===== src/rtl/tick_rate_meter.sv =====
// Measures the half-period of an asynchronous toggle, recovers the divider rate, reports lock/timeout.
// Define TICK_METER_GLITCH_FILTER_EN to reject input pulses shorter than FILTER_LEN cycles.
module tick_rate_meter #(
    parameter logic [31:0] FAST_HALF   = 32'd250001,
    parameter logic [31:0] SLOW_HALF   = 32'd25000001,
    parameter logic [31:0] TOL         = 32'd16,
    parameter logic [31:0] TIMEOUT_CYC = 32'd60000000,
    parameter int          FILTER_LEN  = 4
) (
    input  logic        clk,
    input  logic        rst_n,
    input  logic        tick_in,
    output logic [31:0] period_out,
    output logic        period_valid,
    output logic [1:0]  rate_code,
    output logic        locked,
    output logic        timeout
);

    localparam logic [1:0] RATE_UNKNOWN = 2'b00;
    localparam logic [1:0] RATE_SLOW    = 2'b01;
    localparam logic [1:0] RATE_FAST    = 2'b10;

    // Windows are 33 bits wide so X-TOL and X+TOL never wrap.
    localparam logic [32:0] FAST_LO = (FAST_HALF > TOL) ? {1'b0, FAST_HALF - TOL} : 33'd0;
    localparam logic [32:0] FAST_HI = {1'b0, FAST_HALF} + {1'b0, TOL};
    localparam logic [32:0] SLOW_LO = (SLOW_HALF > TOL) ? {1'b0, SLOW_HALF - TOL} : 33'd0;
    localparam logic [32:0] SLOW_HI = {1'b0, SLOW_HALF} + {1'b0, TOL};

    if (FILTER_LEN < 1) begin : g_bad_filter_len
        $error("tick_rate_meter: FILTER_LEN must be at least 1");
    end
    if ({1'b0, TIMEOUT_CYC} <= SLOW_HI) begin : g_bad_timeout
        $error("tick_rate_meter: TIMEOUT_CYC must exceed SLOW_HALF+TOL");
    end

    typedef enum logic {
        ST_IDLE    = 1'b0,
        ST_MEASURE = 1'b1
    } state_t;

    logic        r_s1;
    logic        r_s2;
    logic        r_s3;
    logic        w_stable;
    logic        w_edge;
    logic [1:0]  w_class;
    logic [32:0] w_cnt_ext;

    state_t      r_state;
    logic [31:0] r_cnt;
    logic [31:0] r_period;
    logic        r_valid;
    logic [1:0]  r_rate;
    logic        r_locked;
    logic        r_timeout;

    always_ff @(posedge clk or negedge rst_n) begin
        if (!rst_n) begin
            r_s1 <= 1'b0;
            r_s2 <= 1'b0;
        end else begin
            r_s1 <= tick_in;
            r_s2 <= r_s1;
        end
    end

`ifdef TICK_METER_GLITCH_FILTER_EN
    localparam int FCW = $clog2(FILTER_LEN + 1);

    logic [FCW-1:0] r_flt_cnt;
    logic           r_flt;

    // r_flt only follows s2 once s2 has differed from it for FILTER_LEN cycles in a row.
    always_ff @(posedge clk or negedge rst_n) begin
        if (!rst_n) begin
            r_flt_cnt <= '0;
            r_flt     <= 1'b0;
        end else if (r_s2 == r_flt) begin
            r_flt_cnt <= '0;
        end else if (r_flt_cnt == FCW'(FILTER_LEN - 1)) begin
            r_flt     <= r_s2;
            r_flt_cnt <= '0;
        end else begin
            r_flt_cnt <= r_flt_cnt + FCW'(1);
        end
    end

    assign w_stable = r_flt;
`else
    assign w_stable = r_s2;
`endif

    always_ff @(posedge clk or negedge rst_n) begin
        if (!rst_n) begin
            r_s3 <= 1'b0;
        end else begin
            r_s3 <= w_stable;
        end
    end

    assign w_edge    = w_stable ^ r_s3;
    assign w_cnt_ext = {1'b0, r_cnt};

    always_comb begin
        w_class = RATE_UNKNOWN;
        if (w_cnt_ext >= FAST_LO && w_cnt_ext <= FAST_HI) begin
            w_class = RATE_FAST;
        end else if (w_cnt_ext >= SLOW_LO && w_cnt_ext <= SLOW_HI) begin
            w_class = RATE_SLOW;
        end
    end

    always_ff @(posedge clk or negedge rst_n) begin
        if (!rst_n) begin
            r_state   <= ST_IDLE;
            r_cnt     <= '0;
            r_period  <= '0;
            r_valid   <= 1'b0;
            r_rate    <= RATE_UNKNOWN;
            r_locked  <= 1'b0;
            r_timeout <= 1'b0;
        end else begin
            r_valid <= 1'b0;
            if (w_edge) begin
                r_cnt <= 32'd1;
            end else if (r_cnt != 32'hFFFF_FFFF) begin
                r_cnt <= r_cnt + 32'd1;
            end

            case (r_state)
                ST_IDLE: begin
                    if (w_edge) begin
                        r_state   <= ST_MEASURE;
                        r_timeout <= 1'b0;
                    end
                end
                ST_MEASURE: begin
                    // r_rate doubles as the previous class for the lock decision.
                    if (w_edge) begin
                        r_period <= r_cnt;
                        r_valid  <= 1'b1;
                        r_rate   <= w_class;
                        r_locked <= (w_class != RATE_UNKNOWN) && (w_class == r_rate);
                    end else if (r_cnt == TIMEOUT_CYC) begin
                        r_timeout <= 1'b1;
                        r_locked  <= 1'b0;
                        r_rate    <= RATE_UNKNOWN;
                        r_state   <= ST_IDLE;
                    end
                end
                default: r_state <= ST_IDLE;
            endcase
        end
    end

    assign period_out   = r_period;
    assign period_valid = r_valid;
    assign rate_code    = r_rate;
    assign locked       = r_locked;
    assign timeout      = r_timeout;

endmodule


===== config.mk =====
export PLATFORM = sky130hd
export DESIGN_NAME = tick_rate_meter
export DESIGN_NICKNAME = d
export VERILOG_FILES = /design/src/rtl/tick_rate_meter.sv
export SDC_FILE = /design/constraint.sdc
export NUM_CORES = 1
export LEC_CHECK = 0
export ABC_AREA = 1
export ABC_CLOCK_PERIOD_IN_PS = 1900
export CORE_MARGIN = 2
export CORE_UTILIZATION = 57
export CTS_CLUSTER_DIAMETER = 100
export DETAILED_ROUTE_END_ITERATION = 12
export PLACE_DENSITY = 0.78
export SYNTH_ARGS = -nofsm -noshare
export SYNTH_HDL_FRONTEND = slang
export SYNTH_SLANG_ARGS = --single-unit

===== constraint.sdc =====
create_clock -name clk -period 1.9 [get_ports clk]
set_input_delay 0.38 -clock clk [delete_from_list [all_inputs] [get_ports clk]]
set_output_delay 0.38 -clock clk [all_outputs]
set_load 0.05 [all_outputs]

==> summary.md, run 1 <==
| Metric | Value |
|---|---|
| Final ANT Viol Nets | `0` |
| Fin crit period | `1880 ps` |
| Met1 usage | `0.438` |
| Largest net degree at the start of global routing | `74` |
| PwrDens | `694 nW/um2` |
| HP Class | `primary input to async pin` |
| I/O Buffers | `39` |
| Seq/Total Area, Yosys | `0.459` |
| Required @ worst endpoint | `1520 ps` |
| Delay-heaviest family, CP | `buffers and inverters` |
| Final nets | `588` |
| Post-Syn Area per Cell | `7.53 um2` |
| Most common cell in the netlist | `nand2_1` |
| Arr. time, crit path | `1500 ps` |
| CTS clock-pin slew for the worst setup and hold paths | `80 ps` |
| M3 GR Usage | `0.0434` |
| Drt total wl | `11200 um` |
| # setup viols final | `0` |
| Bufs and invs on worst path | `1` |
| CP startpoint kind | `flop` |
| Initial Util | `0.589` |
| I/O pins | `40` |
| DP HPWL | `8470 um` |
| Mapped Area | `3980 um2` |
| Htree depth | `3` |
| Cell taking the most area after synthesis | `dfrtp_1` |
| Unrepaired setup endpoints after global routing | `no` |
| Prevailing post-synth register cell | `dfrtp_1` |
| Post CTS Setup Buffer Count | `0` |
| Rows | `30` |
| First-pass GRT wire length | `18000 um` |
| Initial drt markers | `339` |
| Core ar. | `6760 um2` |
| Area of the die | `7660 um2` |
| Mapped Cells | `528` |
| Met2 usage | `0.508` |
| Via/cell ratio | `5.66` |
| Share of cells above drive strength 1 | `0.114` |
| DR vias | `3771` |
| Worst Setup End Kind | `primary output` |
| DRC viols | `0` |
| Crit-path max cell delay | `800 ps` |
| Seq cells post-synth | `73` |
| Async SR Flop Fraction | `1.00` |
| List of most frequent post-synthesis cells | `136 x nand2_1, 73 x dfrtp_1, 71 x nor2_1, 55 x inv_1, 54 x o21ai_0` |
| Yosys warns | `0` |
| Clock Path Buffers | `2` |
| Slew Limit Fails | `0` |
| Slowest cell on crit path | `clkdlybuf4s50_1` |
| TritonCTS clock tree | `yes` |
| Slew Limit Headroom | `0.649` |
| Gr busiest metal | `met2` |
| Tcrit/Tclk final | `0.988` |
| Yosys cell types | `33` |
| Per-cell routed wire length | `16.8 um` |
| Initial antenna violation count | `0` |
| Hold WS | `53.9 ps` |
| Critical path, cell by cell | `clkdlybuf4s50_1` |
| Status | `finished clean` |
| GR Util All Layers | `0.311` |
| Layout Skew | `10.1 ps` |
| Clock sinks | `73` |
| Drt first pass iters | `6` |
| Static leakage | `0.00263 uW` |
| Achievable frequency | `533 MHz` |
| Final Hold Vio Count | `0` |
| TritonCTS buffer count | `9` |
| Gp weighted congestion | `0.964` |
| Critical Setup Path Class | `flop to primary output` |
| Worst-Margin Slew | `529 ps` |
| Share of the synthesized area in the top cell type | `0.459` |
| VDD IR max | `0.000580 V` |
| ANT cells | `0` |
| Setup TNS | `0 ps` |
| Max-cap viol count | `0` |
| Syn_nets | `535` |
| Top post-synthesis cells by area | `dfrtp_1 46%, nand2_1 13%, o21ai_0 6.8%` |
| Die Y | `87.5 um` |
| Clock latency on the worst-skew pair | `350 ps` |
| Vias in the first global route | `3545` |
| Gr ovfl total | `0` |
| Post-synth EDFFs | `0` |
| Worst Path Max Fanout | `2` |
| Root Buffer | `clkbuf_8` |
| Area delta synth->final | `21.0%` |
| Die extent in x | `87.5 um` |
path summary, 6_finish.rpt:
kind,end,depth (start not counted),startpoint,slack [ps]
worst max-delay path,period_out[12],1,period_out[12],20
worst min-delay path,locked,2,rst_n,50
worst max register to register,r_cnt[24],9,r_cnt[0],110
worst min register to register,r_s2,0,r_s1,360
max in group asynchronous,r_cnt[19],2,rst_n,1550
min in group clk,r_s2,0,r_s1,360
per-stage QoR:
stage / total power, uW / worst slack [ps] / std cells / area [um2] / utilization
6_report: 3340 / 22.5 / 666 / 4810 / 0.713
5_1_grt: 3430 / 4.45 / 666 / 4810 / 0.713
4_1_cts: 3350 / 0.640 / 666 / 4760 / 0.704
3_5_place_dp: 1870 / 124 / 650 / 4520 / 0.669
3_3_place_gp: 1870 / 196 / 650 / 4520 / 0.669
2_1_floorplan: 1770 / 354 / 528 / 3980 / -
power by group:
group          switching [uW]  total, uW  internal (uW)  leakage [uW]
clock                     618       1500            880      0.000117
combinational             185        249           63.9       0.00152
sequential               20.0       1600           1580      0.000996
total                     823       3340           2520       0.00263
logic make-up (layout without fill, tap and decap cells):
group | after synthesis | after routing | share of synthesized area
AND/OR/NAND/NOR | 303 | 303 | 0.350
flip-flops | 73 | 73 | 0.459
buffers and inverters | 71 | 129 | 0.0708
AO/OA/AOI/OAI | 70 | 70 | 0.0922
XOR/XNOR | 7 | 7 | 0.0154
adder cells (fa/ha/maj) | 4 | 4 | 0.0126
layout by cell type (no fill, tap or decap), types with 2 or more instances in the layout:
master	n
a21oi_1	4
a31oi_1	3
buf_12	2
buf_4	23
bufinv_16	3
clkbuf_8	9
clkdlybuf4s50_1	4
dfrtp_1	73
dlygate4sd2_1	6
dlymetal6s2s_1	19
ha_1	3
inv_1	55
inv_2	3
nand2_1	136
nand2_4	3
nand3_1	44
nand4_1	10
nor2_1	70
nor2_2	4
nor2_4	3
nor2_8	2
nor3_1	16
nor3_2	4
nor4_1	3
o21ai_0	54
o21ai_1	4
o31ai_1	4
or2_2	2
xor2_1	7
layout make-up:
cell class	count	area (um2)
Fill cell	591	1940
Multi-Input combinational cell	384	1880
Sequential cell	73	1830
Timing Repair Buffer	55	548
Inverter	58	218
Clock buffer	10	128
Clock inverter	6	115
Tap cell	80	100
layer usage:
metal,vias to the layer above,part of all wire
met3,15,0.070
met1,1781,0.44
met5,-,0
li1,1816,-
met2,159,0.48
met4,0,0.012
what timing repair did:
| action | 4_1_cts | 5_1_grt |
|---|---|---|
| gates resized for setup | 6 | 22 |
| endpoints found under the setup margin | 6 | 24 |
| hold buffers | 0 | 0 |
(Power assumes the default switching activity.)
==> run 2: changes to the inputs <==
--- a/config.mk
+++ b/config.mk
@@ -11,6 +11,7 @@
 export CORE_UTILIZATION = 57
 export CTS_CLUSTER_DIAMETER = 100
 export DETAILED_ROUTE_END_ITERATION = 12
+export MAX_ROUTING_LAYER = met4
 export PLACE_DENSITY = 0.78
 export SYNTH_ARGS = -nofsm -noshare
 export SYNTH_HDL_FRONTEND = slang
==> run 2 against run 1 <==
Largest power group unchanged. Via count up 2.3%. Sequential power hardly changed. First-iteration DRC count up 14%. Final area rose by 2.1%. Sequential share of layout area decreased by 0.68 points. Non-clock buffer count rose by 7. Clock skew shrank 3.3 ps. Critical path depth unchanged. Utilization up 1.5 points.
==> summary.md, run 2 (synthesis results as in run 1) <==
| Metric | Value |
|---|---|
| Dpl cells | `650 (unchanged)` |
| Initial antenna violation count | `0 (unchanged)` |
| Initial Util | `0.589 (unchanged)` |
| Root Buffer | `clkbuf_8 (unchanged)` |
| Achievable frequency | `542 MHz (was 533 MHz)` |
| Layout Skew | `6.82 ps (was 10.1 ps)` |
| Tcrit/Tclk final | `0.971 (was 0.988)` |
| VDD IR max | `0.000592 V (was 0.000580 V)` |
| Fin crit period | `1840 ps (was 1880 ps)` |
| Final nets | `595 (was 588)` |
| Slew Limit Headroom | `0.655 (was 0.649)` |
| Clock sinks | `73 (unchanged)` |
| Reg2reg start | `r_cnt[1] (was r_cnt[0])` |
| Most common cell after layout, fill and taps aside | `nand2_1 (unchanged)` |
| DP HPWL | `8530 um (was 8470 um)` |
| Critical path depth | `1 (unchanged)` |
| Crit path launch | `period_valid (was period_out[12])` |
| GR Util All Layers | `0.315 (was 0.311)` |
| Most frequent cells in the layout | `135 x nand2_1, 70 x nor2_1, 69 x dfrtp_1, 55 x inv_1, 54 x o21ai_0 (was 136 x nand2_1, 73 x dfrtp_1, 70 x nor2_1, 55 x inv_1, 54 x o21ai_0)` |
| Largest net degree at the start of global routing | `39 (was 74)` |
| Rows | `30 (unchanged)` |
| Delay-heaviest family, CP | `buffers and inverters (unchanged)` |
| Final ANT Viol Nets | `0 (unchanged)` |
| HP Class | `flop to flop (was primary input to async pin)` |
| Reg-to-Reg End | `r_cnt[2] (was r_cnt[24])` |
| Slew Limit Fails | `0 (unchanged)` |
| Worst Setup End Kind | `primary output (unchanged)` |
| Critical Path End | `period_valid (was period_out[12])` |
| Htree depth | `3 (unchanged)` |
| ANT cells | `0 (unchanged)` |
| Core ar. | `6760 um2 (unchanged)` |
| Critical Setup Path Class | `flop to primary output (unchanged)` |
| Clock latency on the worst-skew pair | `350 ps (about the same)` |
| TritonCTS clock tree | `yes (unchanged)` |
| Drt first pass iters | `5 (was 6)` |
| First-pass GRT wire length | `17700 um (was 18000 um)` |
| Final Hold Vio Count | `0 (unchanged)` |
| Drt total wl | `11300 um (was 11200 um)` |
| Setup TNS | `0 ps (unchanged)` |
| Die Y | `87.5 um (unchanged)` |
| I/O pins | `40 (unchanged)` |
| Static leakage | `0.00271 uW (was 0.00263 uW)` |
| CTS clock-pin slew for the worst setup and hold paths | `80 ps (about the same)` |
| Critical path, cell by cell | `clkdlybuf4s50_1 (unchanged)` |
| PwrDens | `684 nW/um2 (was 694 nW/um2)` |
| Required @ worst endpoint | `1520 ps (about the same)` |
| Area delta synth->final | `23.6% (was 21.0%)` |
| Non-Filler Instances | `673 (was 666)` |
| Area of the die | `7660 um2 (unchanged)` |
| Slowest cell on crit path | `clkdlybuf4s50_1 (unchanged)` |
| Worst-Margin Slew | `517 ps (was 529 ps)` |
| Die extent in x | `87.5 um (unchanged)` |
| CP startpoint kind | `flop (unchanged)` |
| Gp weighted congestion | `1.03 (was 0.964)` |
| Max-cap viol count | `0 (unchanged)` |
| Share of cells above drive strength 1 | `0.132 (was 0.114)` |
| Via/cell ratio | `5.73 (was 5.66)` |
| Vias in the first global route | `3471 (was 3545)` |
| Reg2Reg Depth | `10 (was 9)` |
| TritonCTS buffer count | `9 (unchanged)` |
| Status | `finished clean (unchanged)` |
| Initial drt markers | `387 (was 339)` |
| Per-cell routed wire length | `16.8 um (about the same)` |
| Clock Path Buffers | `2 (unchanged)` |
| Bufs and invs on worst path | `1 (unchanged)` |
| Crit-path max cell delay | `790 ps (was 800 ps)` |
| DRC viols | `0 (unchanged)` |
| # setup viols final | `0 (unchanged)` |
| DR vias | `3858 (was 3771)` |
| Arr. time, crit path | `1460 ps (was 1500 ps)` |
| Gr ovfl total | `0 (unchanged)` |
| FF-to-FF setup slack | `100 ps (was 110 ps)` |
| I/O Buffers | `39 (unchanged)` |
| Worst Path Max Fanout | `1 (was 2)` |
run 2: layer usage:
layer	wire length, um	global-route usage	up-vias	part of all wire
li1	-	-	1831	-
met1	4920	0.453	1794	0.43
met2	5170	0.461	199	0.46
met3	983	0.0584	34	0.087
met4	246	0.0825	0	0.022
met5	0	-	-	0
run 2: cell type report:
cell class / instances / area [um2]
fillers: 554 / 1840
clock buffers: 10 / 128
clock inverters: 6 / 115
inverters: 58 / 218
multi-input cells: 384 / 1900
repair buffers: 62 / 628
flip-flops and latches: 73 / 1830
well taps: 80 / 100
run 2: repair_timing:
item | in CTS | in global routing
pin swaps | 0 | 6
setup endpoints to repair | 4 | 42
hold buffers | 1 | 0
hold endpoints to repair | 6 | 0
gates resized for setup | 4 | 32
buffers inserted | 0 | 6
run 2: per-stage QoR:
stage	instance area (um2)	utilization	hold WS (ps)	power (uW)	setup WS [ps]
after floorplan	3980	-	84.4	1770	354
after global placement	4530	0.671	347	1880	164
after detailed placement	4530	0.671	338	1880	119
after CTS	4780	0.708	366	3370	0.138
after global routing	4920	0.728	370	3480	-9.25
final	4920	0.728	366	3360	55.2
run 2: worst min path at each step:
stage,depth (start not counted),end,from,slack [ps]
global route,0,r_s2,r_s1,370
floorplan,0,locked,rst_n,80
CTS,0,r_s2,r_s1,370
detailed placement,0,r_s2,r_s1,340
global placement,0,r_s2,r_s1,350
finish,0,r_s2,r_s1,370
run 2: power breakdown:
part	leakage, uW	switching (uW)	total, uW	internal, uW
clock	0.000117	610	1490	879
sequential	0.000991	23.2	1600	1580
combinational	0.00161	190	272	82.9
total	0.00271	823	3360	2540
